**src/rtl/mmio_pkg.sv**
```systemverilog
// mmio_pkg
// Shared definitions for the MMIO job sequencer and anything that talks to
// the RV32I core's MMIO host port (firmware builds, benches).
//   seq_state_t : sequencer FSM states
//   OP_*        : operation codes understood by the core firmware
//   job_t       : one buffered job {a, b, op}, 66 bits packed
//   MMIO_*      : host port register addresses as seen by the core
package mmio_pkg;

    typedef enum logic [1:0] {
        ST_IDLE  = 2'd0,
        ST_RESET = 2'd1,
        ST_RUN   = 2'd2,
        ST_RESP  = 2'd3
    } seq_state_t;

    localparam logic [1:0] OP_ADD = 2'd0;
    localparam logic [1:0] OP_SUB = 2'd1;

    typedef struct packed {
        logic [31:0] a;
        logic [31:0] b;
        logic [1:0]  op;
    } job_t;

    localparam int JOB_W = $bits(job_t);

    localparam logic [31:0] MMIO_BASE     = 32'h8000_0000;
    localparam logic [31:0] MMIO_A_ADDR   = MMIO_BASE + 32'h0;
    localparam logic [31:0] MMIO_B_ADDR   = MMIO_BASE + 32'h4;
    localparam logic [31:0] MMIO_OP_ADDR  = MMIO_BASE + 32'h8;
    localparam logic [31:0] MMIO_RES_ADDR = MMIO_BASE + 32'hC;

endpackage

```
**src/rtl/mmio_job_sequencer_if.sv**
```systemverilog
// mmio_job_sequencer_if
// Bundles the host job/result channels and the core-facing MMIO signals.
//   slave  : view of the sequencer (accepts jobs, drives the core)
//   master : view of the surroundings (host + core)
// Host side : job_valid/job_ready/job_a/job_b/job_op,
//             res_valid/res_ready/res_data/res_x3/res_timeout
// Core side : cpu_rst/cpu_in_a/cpu_in_b/cpu_op,
//             cpu_out_res/cpu_out_valid/cpu_x3/cpu_done
interface mmio_job_sequencer_if;

    logic        job_valid;
    logic        job_ready;
    logic [31:0] job_a;
    logic [31:0] job_b;
    logic [1:0]  job_op;

    logic        res_valid;
    logic        res_ready;
    logic [31:0] res_data;
    logic [31:0] res_x3;
    logic        res_timeout;

    logic        cpu_rst;
    logic [31:0] cpu_in_a;
    logic [31:0] cpu_in_b;
    logic [1:0]  cpu_op;
    logic [31:0] cpu_out_res;
    logic        cpu_out_valid;
    logic [31:0] cpu_x3;
    logic        cpu_done;

    modport slave (
        input  job_valid, job_a, job_b, job_op, res_ready,
        input  cpu_out_res, cpu_out_valid, cpu_x3, cpu_done,
        output job_ready, res_valid, res_data, res_x3, res_timeout,
        output cpu_rst, cpu_in_a, cpu_in_b, cpu_op
    );

    modport master (
        output job_valid, job_a, job_b, job_op, res_ready,
        output cpu_out_res, cpu_out_valid, cpu_x3, cpu_done,
        input  job_ready, res_valid, res_data, res_x3, res_timeout,
        input  cpu_rst, cpu_in_a, cpu_in_b, cpu_op
    );

endinterface

```
**src/rtl/job_fifo.sv**
```systemverilog
// job_fifo
// Synchronous first-word-fall-through FIFO of job_t entries.
//   clk, rst     : clock, synchronous active-high reset (empties the FIFO)
//   i_push       : write i_push_data (ignored while full, even if popping)
//   i_pop        : drop the head entry (ignored while empty)
//   o_head       : current head entry, valid whenever !o_empty
//   o_full       : DEPTH entries stored
//   o_empty      : no entries stored
module job_fifo
    import mmio_pkg::*;
#(
    parameter int DEPTH = 4
) (
    input  logic clk,
    input  logic rst,
    input  logic i_push,
    input  job_t i_push_data,
    input  logic i_pop,
    output job_t o_head,
    output logic o_full,
    output logic o_empty
);

    localparam int AW = $clog2(DEPTH);

    job_t          r_mem [DEPTH];
    logic [AW:0]   r_wr_ptr;
    logic [AW:0]   r_rd_ptr;
    logic          w_push_ok;
    logic          w_pop_ok;

    assign w_push_ok = i_push & ~o_full;
    assign w_pop_ok  = i_pop & ~o_empty;

    // Same index with differing wrap bits means the writer is a full lap ahead.
    assign o_empty = (r_wr_ptr == r_rd_ptr);
    assign o_full  = (r_wr_ptr[AW] != r_rd_ptr[AW]) &&
                     (r_wr_ptr[AW-1:0] == r_rd_ptr[AW-1:0]);

    // Head is read combinationally so a job pushed at one edge can be popped
    // at the very next edge; the array is only a handful of entries.
    assign o_head = r_mem[r_rd_ptr[AW-1:0]];

    always_ff @(posedge clk) begin
        if (w_push_ok) begin
            r_mem[r_wr_ptr[AW-1:0]] <= i_push_data;
        end
    end

    always_ff @(posedge clk) begin
        if (rst) begin
            r_wr_ptr <= '0;
            r_rd_ptr <= '0;
        end else begin
            if (w_push_ok) begin
                r_wr_ptr <= r_wr_ptr + 1'b1;
            end
            if (w_pop_ok) begin
                r_rd_ptr <= r_rd_ptr + 1'b1;
            end
        end
    end

endmodule

```
**src/rtl/mmio_job_sequencer.sv**
```systemverilog
// mmio_job_sequencer
// Feeds buffered (a, b, op) jobs to the RV32I core one at a time: holds the
// core in reset, releases it, waits for done (or a cycle timeout) and hands
// the result word plus x3 back to the host over a valid/ready channel.
//   clk, rst : clock, synchronous active-high reset (flushes everything)
//   bus      : mmio_job_sequencer_if.slave -- host job/result channels and
//              the core's reset, MMIO inputs and result/x3/done outputs
// Parameters: DEPTH job FIFO entries, RST_CYCLES core reset length per job,
//             TIMEOUT maximum RUN cycles before a job is aborted.
module mmio_job_sequencer
    import mmio_pkg::*;
#(
    parameter int DEPTH      = 4,
    parameter int RST_CYCLES = 2,
    parameter int TIMEOUT    = 1024
) (
    input  logic                  clk,
    input  logic                  rst,
    mmio_job_sequencer_if.slave   bus
);

    localparam int CNT_W = $clog2(TIMEOUT) + 1;
    localparam int RC_W  = $clog2(RST_CYCLES + 1);
    localparam logic [CNT_W-1:0] TO_LAST = CNT_W'(TIMEOUT - 1);
    localparam logic [RC_W-1:0]  RC_LAST = RC_W'(RST_CYCLES - 1);

    seq_state_t        r_state;
    logic [CNT_W-1:0]  r_cnt;
    logic [RC_W-1:0]   r_rst_cnt;
    logic              r_cpu_rst;
    logic [31:0]       r_cpu_in_a;
    logic [31:0]       r_cpu_in_b;
    logic [1:0]        r_cpu_op;
    logic              r_res_valid;
    logic [31:0]       r_res_data;
    logic [31:0]       r_res_x3;
    logic              r_res_timeout;

    job_t              w_job_in;
    job_t              w_head;
    logic              w_full;
    logic              w_empty;
    logic              w_push;
    logic              w_pop;

    assign w_job_in = '{a: bus.job_a, b: bus.job_b, op: bus.job_op};

    // Held low while in reset so the host never sees a spurious accept.
    assign bus.job_ready = ~rst & ~w_full;
    assign w_push        = bus.job_valid & bus.job_ready;
    assign w_pop         = (r_state == ST_IDLE) & ~w_empty;

    job_fifo #(
        .DEPTH(DEPTH)
    ) u_job_fifo (
        .clk         (clk),
        .rst         (rst),
        .i_push      (w_push),
        .i_push_data (w_job_in),
        .i_pop       (w_pop),
        .o_head      (w_head),
        .o_full      (w_full),
        .o_empty     (w_empty)
    );

    always_ff @(posedge clk) begin
        if (rst) begin
            r_state       <= ST_IDLE;
            r_cnt         <= '0;
            r_rst_cnt     <= '0;
            r_cpu_rst     <= 1'b1;
            r_cpu_in_a    <= '0;
            r_cpu_in_b    <= '0;
            r_cpu_op      <= '0;
            r_res_valid   <= 1'b0;
            r_res_data    <= '0;
            r_res_x3      <= '0;
            r_res_timeout <= 1'b0;
        end else begin
            unique case (r_state)
                ST_IDLE: begin
                    r_cpu_rst <= 1'b1;
                    if (!w_empty) begin
                        r_cpu_in_a <= w_head.a;
                        r_cpu_in_b <= w_head.b;
                        r_cpu_op   <= w_head.op;
                        r_cnt      <= '0;
                        r_rst_cnt  <= '0;
                        r_state    <= ST_RESET;
                    end
                end
                ST_RESET: begin
                    if (r_rst_cnt == RC_LAST) begin
                        r_cpu_rst <= 1'b0;
                        r_state   <= ST_RUN;
                    end else begin
                        r_rst_cnt <= r_rst_cnt + 1'b1;
                    end
                end
                ST_RUN: begin
                    // Leaves RUN at TIMEOUT at the latest, which fits CNT_W.
                    r_cnt <= r_cnt + 1'b1;
                    if (bus.cpu_done) begin
                        // done takes priority over a timeout on the same cycle
                        r_res_data    <= bus.cpu_out_valid ? bus.cpu_out_res : '0;
                        r_res_x3      <= bus.cpu_x3;
                        r_res_timeout <= 1'b0;
                        r_res_valid   <= 1'b1;
                        r_cpu_rst     <= 1'b1;
                        r_state       <= ST_RESP;
                    end else if (r_cnt == TO_LAST) begin
                        r_res_data    <= '0;
                        r_res_x3      <= '0;
                        r_res_timeout <= 1'b1;
                        r_res_valid   <= 1'b1;
                        r_cpu_rst     <= 1'b1;
                        r_state       <= ST_RESP;
                    end
                end
                ST_RESP: begin
                    if (bus.res_ready) begin
                        r_res_valid <= 1'b0;
                        r_state     <= ST_IDLE;
                    end
                end
                default: begin
                    r_state <= ST_IDLE;
                end
            endcase
        end
    end

    assign bus.cpu_rst     = r_cpu_rst;
    assign bus.cpu_in_a    = r_cpu_in_a;
    assign bus.cpu_in_b    = r_cpu_in_b;
    assign bus.cpu_op      = r_cpu_op;
    assign bus.res_valid   = r_res_valid;
    assign bus.res_data    = r_res_data;
    assign bus.res_x3      = r_res_x3;
    assign bus.res_timeout = r_res_timeout;

endmodule

```
**src/flat_wrapper.sv**
```systemverilog
// flat-port wrapper written by rule: the top's interface ports become plain ports
module mmio_job_sequencer_flat import mmio_pkg::*;
#(
    parameter int DEPTH      = 4,
    parameter int RST_CYCLES = 2,
    parameter int TIMEOUT    = 1024
)
  (clk, rst, bus_job_valid, bus_job_a, bus_job_b, bus_job_op, bus_res_ready, bus_cpu_out_res, bus_cpu_out_valid, bus_cpu_x3, bus_cpu_done, bus_job_ready, bus_res_valid, bus_res_data, bus_res_x3, bus_res_timeout, bus_cpu_rst, bus_cpu_in_a, bus_cpu_in_b, bus_cpu_op);
  mmio_job_sequencer_if bus_i ();
  input  logic clk;
  input  logic rst;
  input wire logic [$bits(bus_i.job_valid)-1:0] bus_job_valid;
  input wire logic [$bits(bus_i.job_a)-1:0] bus_job_a;
  input wire logic [$bits(bus_i.job_b)-1:0] bus_job_b;
  input wire logic [$bits(bus_i.job_op)-1:0] bus_job_op;
  input wire logic [$bits(bus_i.res_ready)-1:0] bus_res_ready;
  input wire logic [$bits(bus_i.cpu_out_res)-1:0] bus_cpu_out_res;
  input wire logic [$bits(bus_i.cpu_out_valid)-1:0] bus_cpu_out_valid;
  input wire logic [$bits(bus_i.cpu_x3)-1:0] bus_cpu_x3;
  input wire logic [$bits(bus_i.cpu_done)-1:0] bus_cpu_done;
  output wire logic [$bits(bus_i.job_ready)-1:0] bus_job_ready;
  output wire logic [$bits(bus_i.res_valid)-1:0] bus_res_valid;
  output wire logic [$bits(bus_i.res_data)-1:0] bus_res_data;
  output wire logic [$bits(bus_i.res_x3)-1:0] bus_res_x3;
  output wire logic [$bits(bus_i.res_timeout)-1:0] bus_res_timeout;
  output wire logic [$bits(bus_i.cpu_rst)-1:0] bus_cpu_rst;
  output wire logic [$bits(bus_i.cpu_in_a)-1:0] bus_cpu_in_a;
  output wire logic [$bits(bus_i.cpu_in_b)-1:0] bus_cpu_in_b;
  output wire logic [$bits(bus_i.cpu_op)-1:0] bus_cpu_op;
  assign bus_i.job_valid = bus_job_valid;
  assign bus_i.job_a = bus_job_a;
  assign bus_i.job_b = bus_job_b;
  assign bus_i.job_op = bus_job_op;
  assign bus_i.res_ready = bus_res_ready;
  assign bus_i.cpu_out_res = bus_cpu_out_res;
  assign bus_i.cpu_out_valid = bus_cpu_out_valid;
  assign bus_i.cpu_x3 = bus_cpu_x3;
  assign bus_i.cpu_done = bus_cpu_done;
  assign bus_job_ready = bus_i.job_ready;
  assign bus_res_valid = bus_i.res_valid;
  assign bus_res_data = bus_i.res_data;
  assign bus_res_x3 = bus_i.res_x3;
  assign bus_res_timeout = bus_i.res_timeout;
  assign bus_cpu_rst = bus_i.cpu_rst;
  assign bus_cpu_in_a = bus_i.cpu_in_a;
  assign bus_cpu_in_b = bus_i.cpu_in_b;
  assign bus_cpu_op = bus_i.cpu_op;
  mmio_job_sequencer #(.DEPTH(DEPTH), .RST_CYCLES(RST_CYCLES), .TIMEOUT(TIMEOUT)) u_core (.clk(clk), .rst(rst), .bus(bus_i));
endmodule
```
**config.mk**
```make
export PLATFORM = sky130hd
export DESIGN_NAME = mmio_job_sequencer_flat
export DESIGN_NICKNAME = d
export VERILOG_FILES = /design/src/rtl/mmio_pkg.sv /design/src/rtl/mmio_job_sequencer_if.sv /design/src/rtl/job_fifo.sv /design/src/rtl/mmio_job_sequencer.sv /design/src/flat_wrapper.sv
export SDC_FILE = /design/constraint.sdc
export NUM_CORES = 1
export LEC_CHECK = 0
export BUFFER_PORTS_ARGS = -buffer_cell sky130_fd_sc_hd__buf_4
export CAP_MARGIN = 20
export CORE_ASPECT_RATIO = 1.75
export CORE_UTILIZATION = 38
export CTS_BUF_LIST = sky130_fd_sc_hd__clkbuf_16
export DETAILED_ROUTE_END_ITERATION = 12
export GPL_TIMING_DRIVEN = 1
export MAX_ROUTING_LAYER = met4
export PLACE_DENSITY_LB_ADDON = 0.05
export SKIP_CTS_REPAIR_TIMING = 1
export SYNTH_ARGS = -nofsm -noshare
export SYNTH_HDL_FRONTEND = slang
export SYNTH_SLANG_ARGS = --single-unit
```
**constraint.sdc**
```tcl
create_clock -name clk -period 3.84 [get_ports clk]
set_clock_uncertainty 0.15 [all_clocks]
set_input_delay 0.768 -clock clk [delete_from_list [all_inputs] [get_ports clk]]
set_output_delay 0.768 -clock clk [all_outputs]
set_load 0.05 [all_outputs]
```
==> results of run 1 <==
[worst max-delay path, delay by kind of cell, from the launching register on]
kind | cells | cell delay, ps
compound gates | 1 | 140
xor+xnor | 1 | 390
buf+inv | 1 | 220
flops | 1 | 430
[metal layers]
layer	share of wire	track usage	vias up	routed length, um
met4	0.024	0.0565	0	852
li1	-	-	4149	-
met1	0.38	0.191	4426	13500
met5	0	-	-	0
met2	0.54	0.330	251	19000
met3	0.059	0.0375	49	2090
[area by class of cell]
class	count	area, um^2	area share
sequential	418	11000	0.576
antenna	1	2.50	0.000131
timing repair buffer	287	2240	0.117
clock inverter	30	253	0.0132
tap	490	613	0.0320
inverter	13	48.8	0.00255
clock buffer	44	1100	0.0576
multi-input combinational	455	3850	0.201
[synth_stat cells (3+ instances only)]
cell type / number
dfxtp_1: 154
clkbuf_1: 20
nor2_1: 10
a21oi_1: 72
a22o_1: 64
xor2_1: 3
xnor2_1: 3
nand2_1: 147
edfxtp_1: 264
buf_4: 11
buf_6: 6
nor3_1: 4
nand3b_1: 5
and3_1: 4
inv_1: 13
nand3_1: 8
ha_1: 11
and2_1: 4
mux4_2: 66
buf_2: 19
a31oi_1: 15
[kinds of logic (layout without fill, tap and decap cells)]
logic type               after synthesis  after routing  synth area share
AO/OA/AOI/OAI                        175            175            0.0835
XOR/XNOR                               8              8           0.00559
adder cells (fa/ha/maj)               11             11           0.00904
buffers and inverters                 70            374            0.0246
flip-flops                           418            418             0.723
multiplexers                          66             66            0.0977
other                                  0              1                 0
AND/OR/NAND/NOR                      195            195            0.0562
[registers in the layout, summed over array words and instances (netlist names)]
| register | cells |
|---|---|
| u_core.bus.cpu_in_a | 32 |
| u_core.bus.cpu_in_b | 32 |
| u_core.bus.cpu_op | 2 |
| u_core.bus.cpu_rst | 1 |
| u_core.bus.res_data | 32 |
| u_core.bus.res_timeout | 1 |
| u_core.bus.res_valid | 1 |
| u_core.bus.res_x3 | 32 |
| u_core.r_cnt | 11 |
| u_core.r_rst_cnt | 2 |
| u_core.r_state | 2 |
| u_core.u_job_fifo.r_mem | 264 |
| u_core.u_job_fifo.r_rd_ptr | 3 |
| u_core.u_job_fifo.r_wr_ptr | 3 |
[worst paths after layout]
check | cells after the start | to | from | slack (ps)
max | 3 | bus_job_ready | u_core.u_job_fifo.r_rd_ptr[0]$_SDFFE_PP0P_ | 1200
min | 1 | u_core.u_job_fifo.r_mem[3][38]$_DFFE_PP_ | bus_job_a[4] | 270
max reg2reg | 4 | u_core.u_job_fifo.r_mem[0][25]$_DFFE_PP_ | u_core.u_job_fifo.r_rd_ptr[0]$_SDFFE_PP0P_ | 1450
min reg2reg | 2 | u_core.bus.cpu_in_a[13]$_SDFFE_PP0P_ | u_core.bus.cpu_in_a[13]$_SDFFE_PP0P_ | 300
[per-stage QoR]
| stage | instance area, um^2 | worst slack, ps | util | hold WS [ps] | total power [uW] |
|---|---|---|---|---|---|
| finish | 19100 | 1200 | 0.486 | 266 | 13400 |
| global route | 19100 | 1120 | 0.486 | 249 | 14000 |
| CTS | 19100 | 1170 | 0.485 | 238 | 13600 |
| detailed placement | 17800 | 981 | 0.451 | 300 | 9560 |
| global placement | 17800 | 1020 | 0.451 | 296 | 9540 |
| floorplan | 15200 | 327 | - | 309 | 8300 |
[power groups by stage]
stage               Clock, uW  Combinational (uW)  Sequential, uW
global route             4330                4200            5510
finish                   4040                3910            5460
global placement            0                3980            5560
CTS                      4170                3990            5470
floorplan                   0                1680            6620
detailed placement          0                3990            5570
==> results.yml, run 1 <==
floorplanning:
  ios: 270
  core-area_um2: 39400
  dieArea_um2: 40900
  fp.dieW_um: 153
  fp-row-count: 96
  die_h_um: 267
  initial_utilization: 0.386
sta:
  hold_viol: 0
  min_period_ps: 2640
  slew_violations: 0
  max_slew_margin: 0.286
  fin_crit_sh: 0.686
  worst-slew-pin-transition_ps: 1070
  finalSetupTns_ps: 0
  setup_violations: 0
  rsz0062_at_grt: "no"
  fmax_mhz: 379
synthesis:
  syn_nets: 1090
  synth.top_cell.area_share: 0.521
  netlist_top_cells_area: "edfxtp_1 (52%), dfxtp_1 (20%), mux4_2 (9.8%), a22o_1 (3.7%), nand2_1 (3.6%)"
  ys.warnings.count: 0
  async_flop_share: 0
  synth_flop_cell: "edfxtp_1"
  synthesis.area_um2: 15200
  synth_area_leader_cell: "edfxtp_1"
  synth.distinct_cells: 52
  synthCells: 943
  synth_edf_count: 264
  ys_ff_latch: 418
  synth_seq_area_share: 0.723
  avgSynthCellArea_um2: 16.1
detailed_routing:
  route.antenna.remaining_nets: 0
  dr.pass1.iters: 7
  drcViolationCount: 0
  wl_per_cell_um: 20.4
  drtIter0Drc: 412
  vias: 8875
  routed_wirelength_um: 35400
  vias_per_cell: 5.11
setup_path:
  start_kind: "flop"
  crit_path_top_delay_cell: "dfxtp_4"
  critPathRequiredTime_ps: 2920
  endpoint_kind: "output pin"
  cp.arrival_ps: 1720
  max_stage_delay_ps: 430
  critical_path_class: "reg -> out"
  path_cells: "xnor2_2 -> a31oi_1 -> buf_4"
  critPathMaxFanout: 12
worst_hold_path:
  min_path_type: "in -> reg"
placement:
  place.gp.congestion: 0.730
  portBuffers: 269
  dp_hpwl_um: 22100
  dp_cells: 1663
cts:
  clock_latency_ps: 550
  clockBufferDepth: 3
  cts-buffers-inserted: 40
  path_clk_slew_ps: 60
  root_buffer: "clkbuf_16"
  clock_sinks: 418
  cts_tree: "built"
  htreeDepth: 2
power_and_ir_drop:
  seqPwrFrac: 0.407
  peakVddDrop_v: 0.000443
  p_int_uw: 8850
  p_sw_uw: 4570
  p_per_area_nw_per_um2: 702
  leakagePower_uw: 0.00696
  p_clk_frac: 0.301
  combPwrFrac: 0.292
  swShare: 0.340
grt:
  overflow: 0
  grt_use_total: 0.179
  grt_antenna_before_repair: 1
  grt_max_degree: 71
  grt_pass1_wl_um: 53800
  grt_pass1_vias: 9177
run_status:
  outcome: "complete, no violations"
finish:
  syn2layout_area_growth_pct: 25.7
  final_cells: 1738
  layout-drive-gt1-share: 0.346
  final_nets: 1362
  fill_cells: 3453
  mostFrequentLayoutCells: "buf_4 (280), edfxtp_1 (264), dfxtp_1 (152)"
  layout.cells.most_common: "buf_4"
flow_run:
  cap_violations: 0
No activity file was read; power rests on OpenSTA's default activity.
==> inputs of run 2 (changes only) <==
Clock period 3.84 ns to 2.2 ns, I/O delays scaled along.
==> run 2 against run 1 <==
  * Non-clock buffer count is 149 higher
  * First-iteration DRC count rose by 20%
  * Sequential cell count unchanged
  * Hold slack got worse by 160 ps
  * Largest cell class unchanged
  * Count of clock-buffer cells in the layout down 3
  * Total power increased by 78%
  * Critical path type unchanged
  * Die area is the same
  * Sequential power rose by 75%
  * Core utilization is 4.1 points higher
  * Global-route usage rose by 0.14 points
==> results.yml, run 2 (synthesis results as in run 1) <==
sta:
  hold_viol: 0
  setup_violations: 0
  fin_ws_ps: 72.3
  max_slew_margin: 0.566
  fmax_mhz: 470
  slew_violations: 0
  worst-slew-pin-transition_ps: 650
  fin_crit_sh: 0.967
  min_period_ps: 2130
detailed_routing:
  vias_per_cell: 5.04
  drtIter0Drc: 493
  route.antenna.remaining_nets: 0
  routed_wirelength_um: 36600
  wl_per_cell_um: 19.4
  vias: 9507
  drcViolationCount: 0
  dr.pass1.iters: 5
setup_path:
  critPathRequiredTime_ps: 1610
  start_kind: "flop"
  cp.arrival_ps: 1540
  critPathMaxFanout: 5
  endpoint_kind: "output pin"
  critical_path_class: "reg -> out"
cts:
  cts_tree: "built"
  root_buffer: "clkbuf_16"
  cts-buffers-inserted: 40
  clock_sinks: 418
  path_clk_slew_ps: 60
  htreeDepth: 2
  clockBufferDepth: 3
  clock_latency_ps: 540
finish:
  n_antenna_cell: 0
  post-route-util: 0.526
  final_nets: 1511
  mostFrequentLayoutCells: "buf_4 (286), edfxtp_1 (264), dfxtp_1 (149)"
  largest_register_ff_count: 264
  stdcell_area_um2: 20700
  syn2layout_area_growth_pct: 36.2
  layout.cells.most_common: "buf_4"
  layout-drive-gt1-share: 0.327
grt:
  use_met3: 0.0328
  grt_antenna_before_repair: 0
  top_usage_layer: "met2"
  grt_use_total: 0.181
  overflow: 0
  grt_pass1_wl_um: 54300
  gr-usage-met1: 0.196
  use_met2: 0.331
  grt_pass1_vias: 9366
  grt_max_degree: 65
placement:
  post_dp_cell_area_um2: 18000
  portBuffers: 269
  dp_hpwl_um: 22800
  place.gp.congestion: 0.733
  post-place-ws_ps: 133
power_and_ir_drop:
  total_power_uw: 23900
  peakVddDrop_v: 0.000699
  leakagePower_uw: 0.00763
  p_per_area_nw_per_um2: 1150
run_status:
  outcome: "complete, no violations"
floorplanning:
  ios: 270
  die_h_um: 267
  core-area_um2: 39400
  fp-row-count: 96
  fp.dieW_um: 153
  initial_utilization: 0.386
  dieArea_um2: 40900
worst_hold_path:
  min_path_type: "in -> reg"
flow_run:
  cap_violations: 0
==> run 2: metal layers <==
| layer | routed length [um] | up-vias |
|---|---|---|
| met4 | 792 | 0 |
| met1 | 14100 | 4725 |
| li1 | - | 4458 |
| met3 | 1880 | 46 |
| met5 | 0 | - |
| met2 | 19900 | 278 |
==> run 2: layout make-up <==
cell class / instances / area (um^2)
Fill cell: 3328 / 18700
Sequential cell: 418 / 11000
Multi-Input combinational cell: 455 / 3890
Timing Repair Buffer: 436 / 3820
Clock buffer: 41 / 1030
Tap cell: 490 / 613
Clock inverter: 33 / 318
Inverter: 13 / 48.8
==> run 2: worst paths after layout <==
check	startpoint	endpoint	slack, ps	cells past startpoint
max	u_core.u_job_fifo.r_wr_ptr[0]$_SDFFE_PP0P_	bus_job_ready	70	4
min	bus_job_valid	u_core.u_job_fifo.r_wr_ptr[2]$_SDFFE_PP0P_	110	3
max reg2reg	u_core.r_cnt[0]$_SDFFE_PP0P_	u_core.bus.res_data[13]$_SDFFE_PP0P_	150	6
min reg2reg	u_core.bus.cpu_in_b[19]$_SDFFE_PP0P_	u_core.bus.cpu_in_b[19]$_SDFFE_PP0P_	300	2
==> run 2: metrics by stage <==
step           hold slack, ps  cells  setup TNS (ps)
2_1_floorplan             309    943          -77270
3_3_place_gp              294   1679               0
3_5_place_dp              297   1679               0
4_1_cts                 -86.5   1753            -163
5_1_grt                   102   1886           -12.3
6_report                  106   1886               0
==> run 2: worst max-delay path: stages, from the launching register on <==
cell and delay [ps]:
dfxtp_1 320, buf_4 170, xnor2_4 140, a31oi_2 180
buf_6 190
==> run 2: report_power, final <==
| group | internal (uW) | total (uW) | switching (uW) |
|---|---|---|---|
| Combinational | 2620 | 7290 | 4660 |
| Sequential | 9110 | 9540 | 431 |
| Clock | 4110 | 7050 | 2940 |
==> inputs of run 3 (changes only) <==
Settings changed: CORE_UTILIZATION 38 to 45.
==> run 3 against run 2 <==
  * Critical endpoint unchanged
  * Highest routed layer unchanged
  * Cell area is 0.57% lower
  * Sequential power is essentially flat
  * Register-to-register slack barely moved
  * Die area down 15%
  * Maximum frequency is 0.28% lower
  * Clock power shrank 10%
  * Combinational power down 0.8%
  * Largest power group unchanged
  * Wire length down 5.2%
  * Sequential cell count unchanged
  * Total power shrank 3.5%
  * Hold slack got worse by 3.6 ps
  * Global-route usage up 2.2 points
==> results.yml, run 3 (synthesis results as in run 1) <==
setup_path:
  endpoint_kind: "output pin"
  critical_path_class: "reg -> out"
  rr_startpoint: "u_core.r_cnt[0]$_SDFFE_PP0P_"
  worst_path_most_repeated_cell: "buf_6"
  critPathMaxFanout: 5
  path_cells: "buf_6 -> xnor2_4 -> a31oi_4 -> buf_6"
  r2r_cells: 6
  r2r_setup_slack_ps: 150
  regToRegEndpoint: "u_core.bus.res_data[2]$_SDFFE_PP0P_"
  critPathRequiredTime_ps: 1610
  start_kind: "flop"
  cp.arrival_ps: 1540
  crit_path_top_delay_cell: "dfxtp_2"
  max_stage_delay_ps: 330
cts:
  path_clk_slew_ps: 60
  clockBufferDepth: 3
  cts-buffers-inserted: 39
  clock_sinks: 418
  cts_tree: "built"
  htreeDepth: 2
  root_buffer: "clkbuf_16"
  clock_latency_ps: 550
grt:
  grt_max_degree: 69
  grt_antenna_before_repair: 0
  overflow: 0
  grt_pass1_wl_um: 51500
  grt_use_total: 0.202
  grt_pass1_vias: 9264
floorplanning:
  initial_utilization: 0.459
  fp.dieW_um: 141
  dieArea_um2: 34600
  fp-row-count: 88
  ios: 270
  core-area_um2: 33100
  die_h_um: 245
sta:
  setup_violations: 0
  hold_viol: 0
  fin_crit_sh: 0.970
  slew_violations: 0
  max_slew_margin: 0.683
  fmax_mhz: 469
  min_period_ps: 2130
  holdWs_ps: 103
  rsz0062_at_grt: "no"
  worst-slew-pin-transition_ps: 475
finish:
  n_antenna_cell: 0
  stdcell_area_um2: 20600
  mostFrequentLayoutCells: "buf_4 (287), edfxtp_1 (264), dfxtp_1 (151)"
  syn2layout_area_growth_pct: 35.5
  fill_cells: 2517
  largest_register_ff_count: 264
  final_cells: 1847
  layout.cells.most_common: "buf_4"
  layout-drive-gt1-share: 0.321
  post-route-util: 0.622
  final_nets: 1514
placement:
  dp_hpwl_um: 21400
  portBuffers: 269
  post_dp_cell_area_um2: 18000
  place.gp.congestion: 0.753
  dp_cells: 1643
worst_hold_path:
  min_path_type: "in -> reg"
  hold_end: "u_core.u_job_fifo.r_wr_ptr[2]$_SDFFE_PP0P_"
  hold_path_depth: 3
  min-delay-start: "bus_job_valid"
detailed_routing:
  wl_per_cell_um: 18.8
  routed_wirelength_um: 34700
  route.antenna.remaining_nets: 0
  drcViolationCount: 0
  drtIter0Drc: 425
  vias: 9399
  vias_per_cell: 5.09
  dr.pass1.iters: 4
flow_run:
  cap_violations: 0
power_and_ir_drop:
  p_per_area_nw_per_um2: 1120
  leakagePower_uw: 0.00761
  total_power_uw: 23100
  peakVddDrop_v: 0.000963
run_status:
  outcome: "complete, no violations"
run 3: worst max-delay path by stage:
stage,from,end,slack (ps),cells after the start
3_3_place_gp,u_core.u_job_fifo.r_rd_ptr[1]$_SDFFE_PP0P_,u_core.u_job_fifo.r_mem[1][36]$_DFFE_PP_,240,4
3_5_place_dp,u_core.r_cnt[0]$_SDFFE_PP0P_,u_core.bus.res_data[11]$_SDFFE_PP0P_,170,6
4_1_cts,u_core.u_job_fifo.r_wr_ptr[0]$_SDFFE_PP0P_,bus_job_ready,-160,5
2_1_floorplan,u_core.u_job_fifo.r_wr_ptr[0]$_SDFFE_PP0P_,u_core.u_job_fifo.r_mem[0][0]$_DFFE_PP_,-290,3
5_1_grt,u_core.u_job_fifo.r_wr_ptr[0]$_SDFFE_PP0P_,bus_job_ready,20,4
6_report,u_core.u_job_fifo.r_wr_ptr[0]$_SDFFE_PP0P_,bus_job_ready,70,4
run 3: per-stage QoR:
stage                     setup WS [ps]  setup TNS (ps)
final                              66.3               0
after global routing               19.2               0
after CTS                          -162            -162
after detailed placement            173               0
after global placement              237               0
after floorplan                    -293          -77270
run 3: cell type report:
cell class                      instances  area, um^2  area share
Clock buffer                           42        1050      0.0510
Clock inverter                         29         150     0.00728
Inverter                               13        48.8     0.00237
Multi-Input combinational cell        455        3900       0.189
Sequential cell                       418       11000       0.534
Tap cell                              450         563      0.0273
Timing Repair Buffer                  440        3890       0.189
run 3: critical path, delay by kind of cell, from the launching register on:
kind / cells / cell delay, ps
buffers and inverters: 2 / 300
flip-flops: 1 / 330
AO/OA/AOI/OAI: 1 / 130
XOR/XNOR: 1 / 260
run 3: power by group:
group          switching, uW  total [uW]  internal [uW]
combinational           4620        7230           2610
clock                   2850        6310           3460
sequential               406        9510           9110
total                   7880       23100          15200
run 3: layer usage:
layer,GRT usage,vias up,routed length [um],share of wire
met3,0.0366,49,1570,0.045
met2,0.363,248,18600,0.54
met4,0.0636,0,756,0.022
li1,-,4453,-,-
met5,-,-,0,0
met1,0.228,4649,13800,0.40
